### src/rtl/rhythm_dac_pkg.sv
// Shared types, widths and sample-format helpers for the DAC feeder path.
package rhythm_dac_pkg;

  localparam int SAMPLE_W = 16;
  localparam int ACC_W    = 22;
  localparam int CNT_W    = 6;

  localparam logic [SAMPLE_W-1:0] MIDSCALE  = 16'h8000;
  localparam logic [2:0]          MAX_SHIFT = 3'd5;

  // Two's-complement bounds of a 16-bit result, expressed at accumulator width.
  localparam logic signed [ACC_W-1:0] SAT_HI = 22'sh007FFF;
  localparam logic signed [ACC_W-1:0] SAT_LO = 22'sh3F8000;

  // Per-frame configuration, captured on frame_start.
  typedef struct packed {
    logic [4:0]  dac_stream;
    logic [5:0]  dac_channel;
    logic [4:0]  ref_stream;
    logic [31:0] ref_mask;
    logic [2:0]  ref_shift;
  } snap_t;

  // Offset binary and two's complement differ only in the MSB.
  function automatic logic signed [SAMPLE_W-1:0] offset_to_twos(input logic [SAMPLE_W-1:0] x);
    return {~x[SAMPLE_W-1], x[SAMPLE_W-2:0]};
  endfunction

  function automatic logic [SAMPLE_W-1:0] twos_to_offset(input logic signed [SAMPLE_W-1:0] x);
    return {~x[SAMPLE_W-1], x[SAMPLE_W-2:0]};
  endfunction

  // Clamp a wide signed value into the 16-bit two's-complement range.
  function automatic logic signed [SAMPLE_W-1:0] sat16(input logic signed [ACC_W-1:0] x);
    if (x > SAT_HI) begin
      return 16'h7FFF;
    end else if (x < SAT_LO) begin
      return 16'h8000;
    end else begin
      return x[SAMPLE_W-1:0];
    end
  endfunction

endpackage

### src/rtl/dac_sample_selector_ref_accumulator.sv
// Reference-channel accumulator: sums offset-binary samples as signed values,
// counts them, and presents the shifted, saturated average.
module ref_accumulator
  import rhythm_dac_pkg::*;
(
  input  logic                       clk,
  input  logic                       reset,
  input  logic                       clear_i,
  input  logic                       add_i,
  input  logic [SAMPLE_W-1:0]        data_i,
  input  logic [2:0]                 shift_i,
  output logic signed [SAMPLE_W-1:0] result16_o,
  output logic [CNT_W-1:0]           cnt_o
);

  logic signed [ACC_W-1:0]    acc_q, acc_d;
  logic [CNT_W-1:0]           cnt_q, cnt_d;
  logic signed [SAMPLE_W-1:0] sample_twos;
  logic signed [ACC_W-1:0]    sample_ext;
  logic signed [ACC_W-1:0]    acc_shifted;

  assign sample_twos = offset_to_twos(data_i);
  assign sample_ext  = {{(ACC_W-SAMPLE_W){sample_twos[SAMPLE_W-1]}}, sample_twos};

  // Next-state: clear first, then add, so a sample on the clear cycle opens the new sum.
  always_comb begin
    // NOTE: every always_comb output gets a default first so no path leaves it unassigned (no latch).
    acc_d = acc_q;
    cnt_d = cnt_q;
    if (clear_i) begin
      acc_d = '0;
      cnt_d = '0;
    end
    if (add_i) begin
      acc_d = acc_d + sample_ext;
      cnt_d = cnt_d + CNT_W'(1);
    end
  end

  // State registers with synchronous reset.
  always_ff @(posedge clk) begin
    // NOTE: sequential state uses non-blocking assignments so all registers update together at the edge.
    if (reset) begin
      acc_q <= '0;
      cnt_q <= '0;
    end else begin
      acc_q <= acc_d;
      cnt_q <= cnt_d;
    end
  end

  assign acc_shifted = acc_q >>> shift_i;
  assign result16_o  = sat16(acc_shifted);
  assign cnt_o       = cnt_q;

endmodule

### src/rtl/dac_sample_selector.sv
// Picks one (stream, channel) word per frame for the DAC and averages a masked
// channel set into a software reference; both are committed once per frame.
module dac_sample_selector
  import rhythm_dac_pkg::*;
#(
  parameter int N_STREAMS  = 32,
  parameter int N_CHANNELS = 35
) (
  input  logic                dataclk,
  input  logic                reset,
  input  logic                frame_start,
  input  logic                sample_valid,
  input  logic [4:0]          sample_stream,
  input  logic [5:0]          sample_channel,
  input  logic [SAMPLE_W-1:0] sample_data,
  input  logic [4:0]          dac_stream_sel,
  input  logic [5:0]          dac_channel_sel,
  input  logic [4:0]          ref_stream_sel,
  input  logic [31:0]         ref_mask,
  input  logic [2:0]          ref_shift,
  output logic [SAMPLE_W-1:0] dac_sample,
  output logic [SAMPLE_W-1:0] software_reference,
  output logic                sample_update,
  output logic                sample_missing,
  output logic [CNT_W-1:0]    ref_count
);

  localparam logic [5:0] STREAM_LIMIT  = 6'(N_STREAMS);
  localparam logic [5:0] CHANNEL_LIMIT = 6'(N_CHANNELS);

  snap_t snap_q, snap_in, snap_eff;

  logic                       hit_q, hit_d;
  logic [SAMPLE_W-1:0]        shadow_q, shadow_d;
  logic [SAMPLE_W-1:0]        dac_q, dac_d;
  logic [SAMPLE_W-1:0]        sref_q, sref_d;
  logic                       update_q;
  logic                       missing_q, missing_d;
  logic [CNT_W-1:0]           count_q, count_d;

  logic                       stream_ok, channel_ok;
  logic                       dac_match, ref_match;
  logic signed [SAMPLE_W-1:0] acc_result;
  logic [CNT_W-1:0]           acc_cnt;

  // Live config as it would be snapshotted; oversize shifts fold to the maximum.
  always_comb begin
    snap_in.dac_stream  = dac_stream_sel;
    snap_in.dac_channel = dac_channel_sel;
    snap_in.ref_stream  = ref_stream_sel;
    snap_in.ref_mask    = ref_mask;
    snap_in.ref_shift   = (ref_shift > MAX_SHIFT) ? MAX_SHIFT : ref_shift;
  end

  // A sample on the frame_start cycle belongs to the new frame, so it sees the new config.
  assign snap_eff = frame_start ? snap_in : snap_q;

  assign stream_ok  = {1'b0, sample_stream} < STREAM_LIMIT;
  assign channel_ok = sample_channel < CHANNEL_LIMIT;

  assign dac_match = sample_valid && stream_ok && channel_ok
                  && (sample_stream == snap_eff.dac_stream)
                  && (sample_channel == snap_eff.dac_channel);

  // Only amplifier channels 0..31 can be reference members.
  assign ref_match = sample_valid && stream_ok && !sample_channel[5]
                  && (sample_stream == snap_eff.ref_stream)
                  && snap_eff.ref_mask[sample_channel[4:0]];

  // The commit uses the shift of the frame being closed, not the incoming one.
  ref_accumulator u_ref_acc (
    .clk        (dataclk),
    .reset      (reset),
    .clear_i    (frame_start),
    .add_i      (ref_match),
    .data_i     (sample_data),
    .shift_i    (snap_q.ref_shift),
    .result16_o (acc_result),
    .cnt_o      (acc_cnt)
  );

  // Capture shadow: cleared at frame boundary, last matching sample in a frame wins.
  always_comb begin
    hit_d    = hit_q;
    shadow_d = shadow_q;
    if (frame_start) begin
      hit_d = 1'b0;
    end
    if (dac_match) begin
      hit_d    = 1'b1;
      shadow_d = sample_data;
    end
  end

  // Frame commit: publish the closed frame's capture and reference average.
  always_comb begin
    dac_d     = dac_q;
    sref_d    = sref_q;
    missing_d = missing_q;
    count_d   = count_q;
    if (frame_start) begin
      if (hit_q) begin
        dac_d     = shadow_q;
        missing_d = 1'b0;
      end else begin
        missing_d = 1'b1;
      end
      sref_d  = (acc_cnt == '0) ? MIDSCALE : twos_to_offset(acc_result);
      count_d = acc_cnt;
    end
  end

  // Snapshot, shadow and output registers with synchronous reset.
  always_ff @(posedge dataclk) begin
    if (reset) begin
      snap_q    <= '0;
      hit_q     <= 1'b0;
      shadow_q  <= '0;
      dac_q     <= MIDSCALE;
      sref_q    <= MIDSCALE;
      update_q  <= 1'b0;
      missing_q <= 1'b0;
      count_q   <= '0;
    end else begin
      if (frame_start) begin
        snap_q <= snap_in;
      end
      hit_q     <= hit_d;
      shadow_q  <= shadow_d;
      dac_q     <= dac_d;
      sref_q    <= sref_d;
      update_q  <= frame_start;
      missing_q <= missing_d;
      count_q   <= count_d;
    end
  end

  assign dac_sample         = dac_q;
  assign software_reference = sref_q;
  assign sample_update      = update_q;
  assign sample_missing     = missing_q;
  assign ref_count          = count_q;

endmodule

### config.mk
export PLATFORM = sky130hd
export DESIGN_NAME = dac_sample_selector
export DESIGN_NICKNAME = d
export VERILOG_FILES = /design/src/rtl/rhythm_dac_pkg.sv /design/src/rtl/dac_sample_selector_ref_accumulator.sv /design/src/rtl/dac_sample_selector.sv
export SDC_FILE = /design/constraint.sdc
export NUM_CORES = 1
export LEC_CHECK = 0
export ABC_AREA = 1
export CORE_MARGIN = 5
export CORE_UTILIZATION = 59
export DETAILED_ROUTE_END_ITERATION = 8
export PLACE_DENSITY = 0.86
export SYNTH_ARGS = -nofsm -noshare
export SYNTH_HDL_FRONTEND = slang
export SYNTH_SLANG_ARGS = --single-unit
### constraint.sdc
create_clock -name dataclk -period 6.2 [get_ports dataclk]
set_input_delay 0.62 -clock dataclk [delete_from_list [all_inputs] [get_ports dataclk]]
set_output_delay 0.62 -clock dataclk [all_outputs]
set_load 0.01 [all_outputs]
After elaboration in Yosys (flattened, before gate mapping)
Cells that the tools add are included.
{"block": "word_totals", "elab_cells": 51, "out_inout_bits": 40, "regBits": 136}
{"block": "classes", "n_addsub": 2, "n_shift": 1, "n_eq_ne": 3, "n_bitwise": 2, "order_cmp": 5, "n_mux": 14, "n_reduce_logical": 10}
{"operator": "51-bit 2-to-1 mux", "count": 1}
{"operator": "16-bit 2-to-1 mux", "count": 3}
{"operator": "22-bit 2-to-1 mux", "count": 2}
{"operator": "22-bit by 16-bit adder with 22-bit output", "count": 1}
{"operator": "22-bit by 16-bit > comparator with 1-bit output, second input constant", "count": 1}
{"operator": "22-bit by 16-bit less-than comparator with 1-bit output, second input constant", "count": 1}
{"operator": "22-bit by 3-bit >>> shifter with 22-bit output", "count": 1}
{"operator": "6-bit 2-to-1 mux", "count": 2}
{"operator": "5-bit equality test", "count": 2}
{"operator": "6-bit by 1-bit adder with 6-bit output, second input constant", "count": 1}
{"operator": "6-bit equality test", "count": 1}
{"operator": "1-bit logical AND", "count": 6}
{"operator": "6-bit logical NOT", "count": 1}
{"operator": "5-bit by 6-bit less-than comparator with 1-bit output, second input constant", "count": 1}
{"operator": "6-bit less-than comparator, second input constant", "count": 1}
{"operator": "1-bit binary-select mux with 5-bit select", "count": 1}
{"operator": "1-bit 2-to-1 mux", "count": 4}
{"operator": "3-bit > comparator, second input constant", "count": 1}
{"operator": "3-bit 2-to-1 mux", "count": 1}
{"operator": "1-bit inverter", "count": 2}
{"operator": "2-bit AND reduction", "count": 1}
{"operator": "2-bit nonzero test", "count": 1}
{"operator": "1-bit logical NOT", "count": 1}

Logic depth before layout (Yosys ltp)
Gate-level depths: netlist of run 1.
{"block": "logic_depth", "word_depth": 7, "mapped_depth": 20, "depth_no_buf": 16}

Modules after synthesis
A second synthesis of run 1 with hierarchy kept.
{"block": "unflattened", "cells_unflattened": 1322, "area_unflattened_um2": 8096.5}
{"module": "dac_sample_selector", "area_each_um2": 4690.7, "n_inst": 1, "cells_per_inst": 697}
{"module": "ref_accumulator", "area_each_um2": 3405.8, "n_inst": 1, "cells_per_inst": 625}

Worst setup path before layout of run 1
OpenSTA, ideal clock, no wires.
{"block": "synth_timing", "path_kind": "input to register", "from": "input frame_start", "to": "register u_ref_acc.acc_q[16]", "path_slack_ps": 3016, "path_stages": 18, "t_required_ps": 6086, "path_buffers": 5, "setup_time_ps": 114, "arrival_ps": 3070, "path_cell_list": "buf_6 buf_6 buf_6 clkbuf_1 clkbuf_1 nor2_1 ha_1 fa_1 nand3_1 nand2_1 nand2_1 nand2_1 nand3_1 nand2_1 nand2_1 nand3b_1 a21oi_1 nor2_1"}
{"block": "synth_between", "elab_chain_cells": 5, "elab_cells_between_ends": 9}
{"item": "start, declared", "line_no": "dac_sample_selector.sv:11", "rtl": "input logic frame_start,"}
{"item": "branches (longest 4 deep; another with 22-bit by 16-bit adder with 22-bit output)"}
{"item": "22-bit 2-to-1 mux (*)", "line_no": "dac_sample_selector_ref_accumulator.sv:34", "rtl": "if (add_i) begin"}
{"item": "end signal, assigned", "line_no": "dac_sample_selector_ref_accumulator.sv:44", "rtl": "acc_q <= '0;"}
{"item": "end signal, assigned", "line_no": "dac_sample_selector_ref_accumulator.sv:47", "rtl": "acc_q <= acc_d;"}
{"item": "end, declared", "line_no": "dac_sample_selector_ref_accumulator.sv:16", "rtl": "logic signed [ACC_W-1:0] acc_q, acc_d;"}
Every way passes the cells marked *. The select of a mux whose other input is x is not followed.
A chain may end at the register's enable or synchronous reset.

Worst setup path in the final report of run 1
{"block": "layout_timing", "from": "input frame_start", "to": "register u_ref_acc.acc_q[5]"}
The elaborated chain is that of the path after synthesis.

==> results of run 1 <==
-- state kept, by name (all words and copies together) (netlist names) --
name,flops
shadow_q,16
u_ref_acc.cnt_o,6
snap_q,51
ref_count,6
sample_update,1
u_ref_acc.acc_q,22
sample_missing,1
software_reference,16
dac_sample,16
hit_q,1
-- power by group --
group          total [mW]  switching (mW)  internal, mW
Sequential          0.912          0.0138         0.898
Clock                1.06           0.402         0.658
Combinational       0.281           0.167         0.114
Total                2.25           0.583          1.67
-- per-stage QoR --
stage,utilization [%],std cells,setup slack [ns]
floorplan,-,1254,3.02
global placement,68.9,1495,2.62
detailed placement,68.9,1495,2.56
CTS,73.6,1527,2.96
global route,73.6,1527,2.66
finish,73.6,1527,2.88
-- cells by family after synthesis --
group	Yosys count	synth area share (%)
mux	17	2.12
flops	136	33.9
xor+xnor	25	2.73
buf+inv	190	10.1
fa+ha+maj	23	3.67
compound gates	198	12.8
simple gates	665	34.7
-- layer usage --
metal / vias up / track usage (%) / share of wire, %
li1: 4186 / - / -
met3: 51 / 5.59 / 6.9
met1: 3714 / 33.1 / 42
met4: 0 / 12.5 / 3.6
met5: - / 0 / 0
met2: 328 / 45.0 / 48
-- worst paths after layout --
kind                                 to  slack (ns)  depth (start not counted)
setup / recovery     u_ref_acc.acc_q[5]        2.88                         11
hold / removal    software_reference[3]        0.46                          2
setup reg to reg  software_reference[0]        3.37                          8
hold reg to reg   software_reference[3]        0.46                          2
-- worst min-delay path, cell delays in order, from the launching register on --
cell     delay (ns)
dfxtp_1        0.31
nand2_1        0.06
a21oi_1        0.05
-- cell type report --
| type | count | area [um^2] |
|---|---|---|
| multi-input combinational | 928 | 4500 |
| fill | 1072 | 3510 |
| sequential | 136 | 2720 |
| timing repair buffer | 124 | 1230 |
| inverter | 131 | 492 |
| clock buffer | 19 | 453 |
| tap | 176 | 220 |
| clock inverter | 13 | 166 |
-- layout by cell type (no fill, tap or decap), types with 4 or more instances in the layout --
cell type        instances
o21ai_0                 79
xnor2_1                  7
clkdlybuf4s50_1        119
nor2_1                 169
mux2i_1                 17
inv_1                  125
or2_2                   11
nand3_1                104
clkbuf_16               17
dfxtp_1                136
nand4_1                 16
xor2_1                  18
ha_1                    22
a21oi_1                 98
nand2_1                347
nand3b_1                 4
buf_4                    4
o21ai_1                  7
clkinv_4                 4
inv_2                    4
==> flow_summary.json, run 1 <==
{
  "maximum_number_of_pins_on_one_net_before_global_route_repair": 88,
  "global_route.overflow_total": 0,
  "largest_cells_by_area_after_synthesis": "dfxtp_1 (34%), nand2_1 (16%), nor2_1 (7.9%), nand3_1 (6.5%), a21oi_1 (6.1%)",
  "final.hold.worst_slack_ns": 0.462,
  "total_nets_after_synthesis": 1359,
  "post-layout-total-power_mw": 2.25,
  "num_io_pins": 122,
  "clock_tree.root_cell": "clkbuf_16",
  "ys_types": 41,
  "post-route-drc-count": 0,
  "detail_route.iter0.violations": 822,
  "max_freq_mhz": 301,
  "ys_async_sr_fraction_pct": 0,
  "placedInstanceArea_um2": 9160,
  "cp-startpoint": "frame_start",
  "die_extent_in_y_um": 127,
  "yosysSeqAreaShare_pct": 33.9,
  "global_route_wire_length_before_repair_um": 35800,
  "postCtsSetupBuffers": 0,
  "finalSetupViolCount": 0,
  "number_of_flops_mapped_to_enable_cells_by_yosys": 0,
  "hold_path_startpoint": "software_reference[3]",
  "cp-end-kind": "register",
  "critical_path_s_most_frequent_cell": "nand2_1",
  "tightest_pin_transition_ns": 1.08,
  "synth_most_common_cell": "nand2_1",
  "synthesis.instances": 1254,
  "critical-path-top-delay-family": "simple AND/OR/NAND/NOR gates",
  "synth-seq-cells": 136,
  "leading_cell_types_by_count_after_synthesis": "nand2_1 (347), nor2_1 (169), dfxtp_1 (136)",
  "max_cap_violations": 0,
  "worstPathArrival_ns": 3.58,
  "drv_slew": 0,
  "tritoncts": "done",
  "worst_path_max_delay_cell": "inv_2",
  "cts_bufs_inserted": 17,
  "reported_leakage_power_nw": 4.42,
  "worst-path-buf-inv": 2,
  "htree_depth": 4,
  "path_class": "input pin to register",
  "timing.critical_path.slowest_cell_delay_ns": 0.76,
  "number_of_failing_hold_endpoints_at_the_final_stage": 0,
  "clock_path_buffers": 2,
  "post_route_cells_drive_above_1_share_pct": 4.44,
  "cts.clk_slew.worst_paths_ns": 0.06,
  "crit-reg2reg-launch": "snap_q[2]",
  "outcome": "complete, no violations",
  "antenna_found_initial": 0,
  "worstPathCellList": "buf_4 -> inv_2 -> o21ai_0 -> nand2_1 -> o21ai_1 -> nor2_1 -> nand2_1 -> nor2_4 -> nand3_4 -> nand2_1 -> a21oi_1",
  "ant_nets": 0,
  "synth-warning-count": 0,
  "rsz0062_at_grt": "no",
  "via_per_inst": 5.42,
  "totalNegativeSetupSlack_ns": 0,
  "worst-endpoint-required_ns": 6.46,
  "route.vias.total": 8279,
  "critPathLaunchType": "input pin",
  "vias_in_the_first_global_route": 7665,
  "design.die.area_um2": 16100,
  "power.density_cell_area_nw_per_um2": 230,
  "area_of_the_mapped_netlist_um2": 8040,
  "first_pass_iters": 6,
  "timing.final.crit_period_ns": 3.32,
  "postCtsHoldBufs": 0,
  "routed_wire_length_per_instance_um": 14.2,
  "initial_utilization_pct": 60.4,
  "worstSkewPairLatency_ns": 0.43,
  "floorplan.die.width_um": 127,
  "clock-skew-final_ns": 0.00921,
  "min_period_over_period_pct": 53.5,
  "syn-mean-instance-area_um2": 6.41,
  "irDropWorstVdd_mv": 0.148,
  "tritoncts_num_sinks": 136,
  "cts.repair.resized": 0,
  "core.rowCount": 42,
  "core_area_um2": 13300,
  "area_delta_synth_final_pct": 21.8,
  "detail_route.wirelength_um": 21700,
  "critPathMaxFanout": 53,
  "dp_hpwl_um": 15500,
  "netlist.area_leader.share_pct": 33.9,
  "stdcell_area_um2": 9780,
  "max-slew-margin-rel_pct": 28.1,
  "hold_path_class": "register to register",
  "gr-usage-all-layers_pct": 26.9,
  "yosys.area.top_type": "dfxtp_1",
  "finalNetCount": 1443,
  "insertedDiodeCount": 0,
  "synth_ff_type": "dfxtp_1",
  "gp_congestion": 1.01,
  "io_buffer_count": 121
}
Note: power is estimated with default switching activity, not from simulation.
==> inputs of run 2 (changes only) <==
--- a/config.mk
+++ b/config.mk
@@ -7,9 +7,9 @@
 export LEC_CHECK = 0
 export ABC_AREA = 1
 export CORE_MARGIN = 5
-export CORE_UTILIZATION = 59
+export CORE_UTILIZATION = 55
 export DETAILED_ROUTE_END_ITERATION = 8
-export PLACE_DENSITY = 0.86
+export PLACE_DENSITY = 0.81
 export SYNTH_ARGS = -nofsm -noshare
 export SYNTH_HDL_FRONTEND = slang
 export SYNTH_SLANG_ARGS = --single-unit
==> constraint.sdc (replaced) <==
create_clock -name dataclk -period 3.3 [get_ports dataclk]
set_input_delay 0.33 -clock dataclk [delete_from_list [all_inputs] [get_ports dataclk]]
set_output_delay 0.33 -clock dataclk [all_outputs]
set_load 0.01 [all_outputs]
==> flow_summary.json, run 2 (synthesized netlist as in run 1, its figures left out) <==
{
  "critical_path_s_most_frequent_cell": "nand2_1",
  "core.rowCount": 44,
  "global_route.overflow_total": 0,
  "reported_leakage_power_nw": 4.47,
  "numPlacedInstances": 1517,
  "critical-path-top-delay-family": "simple AND/OR/NAND/NOR gates",
  "finalNetCount": 1457,
  "hold_path_class": "input pin to register",
  "timing.final.crit_period_ns": 2.43,
  "first_pass_iters": 7,
  "irDropWorstVdd_mv": 0.299,
  "critPathMaxFanout": 13,
  "clock_tree.root_cell": "clkbuf_16",
  "final.fill_count": 1252,
  "via_per_inst": 5.32,
  "timing.critical_path.slowest_cell_delay_ns": 0.63,
  "io_buffer_count": 121,
  "htree_depth": 4,
  "area_delta_synth_final_pct": 22.7,
  "tritoncts": "done",
  "path_class": "input pin to register",
  "rsz0062_at_grt": "no",
  "totalNegativeSetupSlack_ns": 0,
  "ant_nets": 0,
  "max-slew-margin-rel_pct": 25.2,
  "postCtsSetupBuffers": 0,
  "min_period_over_period_pct": 73.7,
  "detail_route.iter0.violations": 685,
  "drv_slew": 0,
  "post_route_cells_drive_above_1_share_pct": 5.28,
  "die_extent_in_y_um": 131,
  "route.vias.total": 8228,
  "most-common-layout-cells": "nand2_1 (347), nor2_1 (169), dfxtp_1 (136)",
  "global_route_wire_length_before_repair_um": 35300,
  "largest_register_ff_count": 51,
  "routed_wire_length_per_instance_um": 14.1,
  "insertedDiodeCount": 0,
  "vias_in_the_first_global_route": 7454,
  "initial_utilization_pct": 55.7,
  "power.density_cell_area_nw_per_um2": 422,
  "finalSetupViolCount": 0,
  "gp_congestion": 0.988,
  "detail_route.wirelength_um": 21800,
  "worstSkewPairLatency_ns": 0.42,
  "top_regs": "snap_q x51, u_ref_acc.acc_q x22",
  "worstPathArrival_ns": 2.77,
  "instances_no_fill": 1548,
  "clock_path_buffers": 2,
  "critPathLaunchType": "input pin",
  "layout_commonest_cell": "nand2_1",
  "max_cap_violations": 0,
  "max_freq_mhz": 411,
  "floorplan.die.width_um": 131,
  "clock-skew-final_ns": 0.0100,
  "maximum_number_of_pins_on_one_net_before_global_route_repair": 87,
  "core_area_um2": 14400,
  "post-route-drc-count": 0,
  "worst_path_max_delay_cell": "clkdlybuf4s50_1",
  "final.hold.worst_slack_ns": 0.375,
  "num_io_pins": 122,
  "tightest_pin_transition_ns": 1.12,
  "number_of_failing_hold_endpoints_at_the_final_stage": 0,
  "cp-end-kind": "register",
  "utilization_pct": 68.4,
  "gr-usage-all-layers_pct": 25.9,
  "postCtsHoldBufs": 0,
  "tritoncts_num_sinks": 136,
  "worst-path-buf-inv": 3,
  "registers.top_by_ff_count": "snap_q",
  "antenna_found_initial": 0,
  "cts.clk_slew.worst_paths_ns": 0.06,
  "cts.repair.resized": 0,
  "worstPathCellList": "clkdlybuf4s50_1 -> inv_2 -> nor2_1 -> inv_2 -> nor2_1 -> nor2_1 -> nand2_1 -> nand3_1 -> nand2_1 -> nand2_1 -> nand2_1 -> nand3_1 -> a21oi_1",
  "dp_hpwl_um": 15900,
  "design.die.area_um2": 17100,
  "cts_bufs_inserted": 17,
  "outcome": "complete, no violations",
  "worst-endpoint-required_ns": 3.63
}
## run 2: metrics by stage
stage               setup WS [ns]  cell area (um^2)  power, mW
finish                      0.868              9860       4.16
global route                0.640              9860       4.31
CTS                         0.929              9860       4.17
detailed placement          0.492              9280       2.28
global placement            0.521              9280       2.28
floorplan                   0.406              8040       2.08
## run 2: area by class of cell
cell class / instances / area [um^2] / area share, %
clock buffers: 19 / 443 / 4.49
clock inverters: 12 / 141 / 1.43
inverters: 131 / 492 / 4.99
multi-input cells: 928 / 4500 / 45.7
flip-flops and latches: 136 / 2720 / 27.6
well taps: 184 / 230 / 2.33
repair buffers: 138 / 1330 / 13.5
## run 2: power breakdown
part	internal [mW]	leakage [nW]	switching, mW
logic	0.225	3.07	0.331
registers	1.69	1.11	0.0132
clock network	1.14	0.287	0.765
## run 2: worst reg2reg max path, cell delays in order, from the launching register on
cell and delay [ns]:
dfxtp_1 0.30, buf_4 0.17, inv_1 0.53, nand3_1 0.22, nand3_1 0.15, nand2_1 0.06, nor2_1 0.09, nand3b_1 0.10
nand2_1 0.33, nand3_1 0.14, nand2_1 0.10, a21oi_1 0.06
## run 2: layer usage
layer | global-route usage (%) | share of wire [%] | vias up
met5 | 0 | 0 | -
met4 | 12.8 | 4.4 | 0
met3 | 4.92 | 7.4 | 63
met2 | 42.7 | 46 | 330
met1 | 32.4 | 42 | 3626
li1 | - | - | 4209
## run 2: final timing paths
check / startpoint / slack, ns / cells past startpoint / endpoint
setup reg to reg: snap_q[1] / 0.90 / 11 / software_reference[12]
setup / recovery: sample_channel[1] / 0.87 / 13 / u_ref_acc.acc_q[4]
hold reg to reg: software_reference[13] / 0.46 / 2 / software_reference[13]
hold / removal: frame_start / 0.38 / 2 / ref_count[3]
==> inputs of run 3 (changes only) <==
--- a/config.mk
+++ b/config.mk
@@ -7,9 +7,9 @@
 export LEC_CHECK = 0
 export ABC_AREA = 1
 export CORE_MARGIN = 5
-export CORE_UTILIZATION = 55
+export CORE_UTILIZATION = 50
 export DETAILED_ROUTE_END_ITERATION = 8
-export PLACE_DENSITY = 0.81
+export PLACE_DENSITY = 0.78
 export SYNTH_ARGS = -nofsm -noshare
 export SYNTH_HDL_FRONTEND = slang
 export SYNTH_SLANG_ARGS = --single-unit
==> constraint.sdc (replaced) <==
create_clock -name dataclk -period 2 [get_ports dataclk]
set_input_delay 0.2 -clock dataclk [delete_from_list [all_inputs] [get_ports dataclk]]
set_output_delay 0.2 -clock dataclk [all_outputs]
set_load 0.01 [all_outputs]
==> flow_summary.json, run 3 (synthesized netlist as in run 1, its figures left out) <==
{
  "outcome": "complete, no violations",
  "critPathLaunchType": "register",
  "tightest_pin_transition_ns": 0.496,
  "p_sw_share_pct": 25.8,
  "vias_in_the_first_global_route": 8269,
  "p_seq_share_pct": 39.3,
  "initial_utilization_pct": 50.8,
  "core.rowCount": 46,
  "insertedDiodeCount": 0,
  "floorplan.die.width_um": 137,
  "tritoncts_num_sinks": 136,
  "power.share.combinational_pct": 15.5,
  "gp_congestion": 0.956,
  "cts_bufs_inserted": 17,
  "io_buffer_count": 121,
  "worstSkewPairLatency_ns": 0.43,
  "global_route.overflow_total": 0,
  "finalSetupViolCount": 0,
  "route.vias.total": 8679,
  "detail_route.iter0.violations": 460,
  "timing.final.crit_period_ns": 1.90,
  "drv_slew": 0,
  "intPower_mw": 5.31,
  "htree_depth": 4,
  "clock_tree.root_cell": "clkbuf_16",
  "antenna_found_initial": 0,
  "dp_hpwl_um": 17300,
  "postCtsHoldBufs": 0,
  "design.die.area_um2": 18700,
  "power.density_cell_area_nw_per_um2": 640,
  "max-slew-margin-rel_pct": 67.0,
  "die_extent_in_y_um": 137,
  "numPlacedInstances": 1643,
  "largest_register_ff_count": 51,
  "ant_nets": 0,
  "gr-usage-all-layers_pct": 25.4,
  "irDropWorstVdd_mv": 0.600,
  "min_period_over_period_pct": 94.9,
  "clock-skew-final_ns": 0.0107,
  "post-layout-total-power_mw": 7.16,
  "routed_wire_length_per_instance_um": 14.1,
  "max_freq_mhz": 527,
  "registers.top_by_ff_count": "snap_q",
  "via_per_inst": 5.17,
  "reported_leakage_power_nw": 5.01,
  "worstPathArrival_ns": 2.22,
  "number_of_failing_hold_endpoints_at_the_final_stage": 0,
  "path_class": "register to register",
  "top_regs": "snap_q x51, u_ref_acc.acc_q x22",
  "critPathMaxFanout": 4,
  "instances_no_fill": 1679,
  "clock_path_buffers": 2,
  "max_cap_violations": 0,
  "first_pass_iters": 5,
  "area_delta_synth_final_pct": 39.1,
  "maximum_number_of_pins_on_one_net_before_global_route_repair": 87,
  "layout_commonest_cell": "nand2_1",
  "global_route_wire_length_before_repair_um": 38000,
  "finalNetCount": 1556,
  "stdcell_area_um2": 11200,
  "num_io_pins": 122,
  "worst-endpoint-required_ns": 2.33,
  "utilization_pct": 70.6,
  "hold_path_class": "input pin to register",
  "tritoncts": "done",
  "post_route_cells_drive_above_1_share_pct": 17.1,
  "post-route-drc-count": 0,
  "net-switching-power_mw": 1.84,
  "most-common-layout-cells": "nand2_1 (333), nor2_1 (147), dfxtp_1 (133)",
  "placedInstanceArea_um2": 10300,
  "core_area_um2": 15800,
  "rsz0062_at_grt": "yes",
  "power.share.clock_pct": 45.3,
  "cts.clk_slew.worst_paths_ns": 0.06,
  "detail_route.wirelength_um": 23600,
  "cp-end-kind": "register"
}
-- run 3: changes by cell type in the layout (fill, tap and decap cells not counted), sizes merged --
cell	previous run	this run
clkinvlp	1	2
clkinv	6	4
dlymetal6s2s	0	1
buf	19	118
inv	134	132
clkdlybuf4s50	119	118
clkbuf	19	21
bufinv	2	3
-- run 3: stage by stage --
step                      setup slack [ns]  TNS, ns  hold WS, ns
final                                0.102        0        0.275
after global routing               -0.0361  -0.0774        0.288
after CTS                          0.00988        0        0.264
after detailed placement            -0.368    -8.11        0.455
after global placement              -0.367    -6.58        0.440
after floorplan                     -0.288    -3.01        0.353
-- run 3: final cells by class --
| class | count | area (um^2) |
|---|---|---|
| Inverter | 131 | 492 |
| Multi-Input combinational cell | 928 | 4900 |
| Clock inverter | 10 | 141 |
| Sequential cell | 136 | 2730 |
| Timing Repair Buffer | 237 | 2180 |
| Clock buffer | 21 | 460 |
| Fill cell | 1250 | 4650 |
| Tap cell | 216 | 270 |
-- run 3: per-layer routing --
metal	vias to the layer above	wire length, um	part of all wire, %	global-route usage [%]
met2	263	11800	50	44.6
met4	0	832	3.5	12.9
met1	3950	9750	41	29.6
met3	61	1260	5.3	4.45
met5	-	0	0	0
li1	4405	-	-	-
-- run 3: repair_timing --
item,in CTS,in global routing
pin swaps,0,17
buffers inserted,0,5
setup endpoints to repair,2,30
resized for setup,4,64
-- run 3: power groups by stage --
| stage | Combinational (mW) | Clock (mW) | Sequential, mW |
|---|---|---|---|
| after global placement | 1.04 | 0 | 2.87 |
| after floorplan | 0.594 | 0 | 2.86 |
| final | 1.11 | 3.24 | 2.81 |
| after global routing | 1.22 | 3.38 | 2.81 |
| after CTS | 1.07 | 3.25 | 2.81 |
| after detailed placement | 1.05 | 0 | 2.87 |
-- run 3: worst max-delay path, cell delays in order (launching register included) --
cell     delay [ns]
dfxtp_1        0.32
inv_1          0.07
nor2_2         0.15
ha_4           0.24
nand2_2        0.14
nor2_1         0.07
nor2_1         0.16
buf_4          0.14
nand2_1        0.05
nand2_1        0.05
nand3_1        0.10
xor2_1         0.15
nor2_1         0.09
nor2_1         0.06
-- run 3: final timing paths --
kind                          startpoint                      to  slack [ns]  depth (start not counted)
hold / removal                     reset           sample_update        0.28                          3
setup / recovery      u_ref_acc.acc_q[9]     u_ref_acc.acc_q[18]        0.10                         13
hold reg to reg   software_reference[10]  software_reference[10]        0.46                          2
setup reg to reg      u_ref_acc.acc_q[9]     u_ref_acc.acc_q[18]        0.10                         13
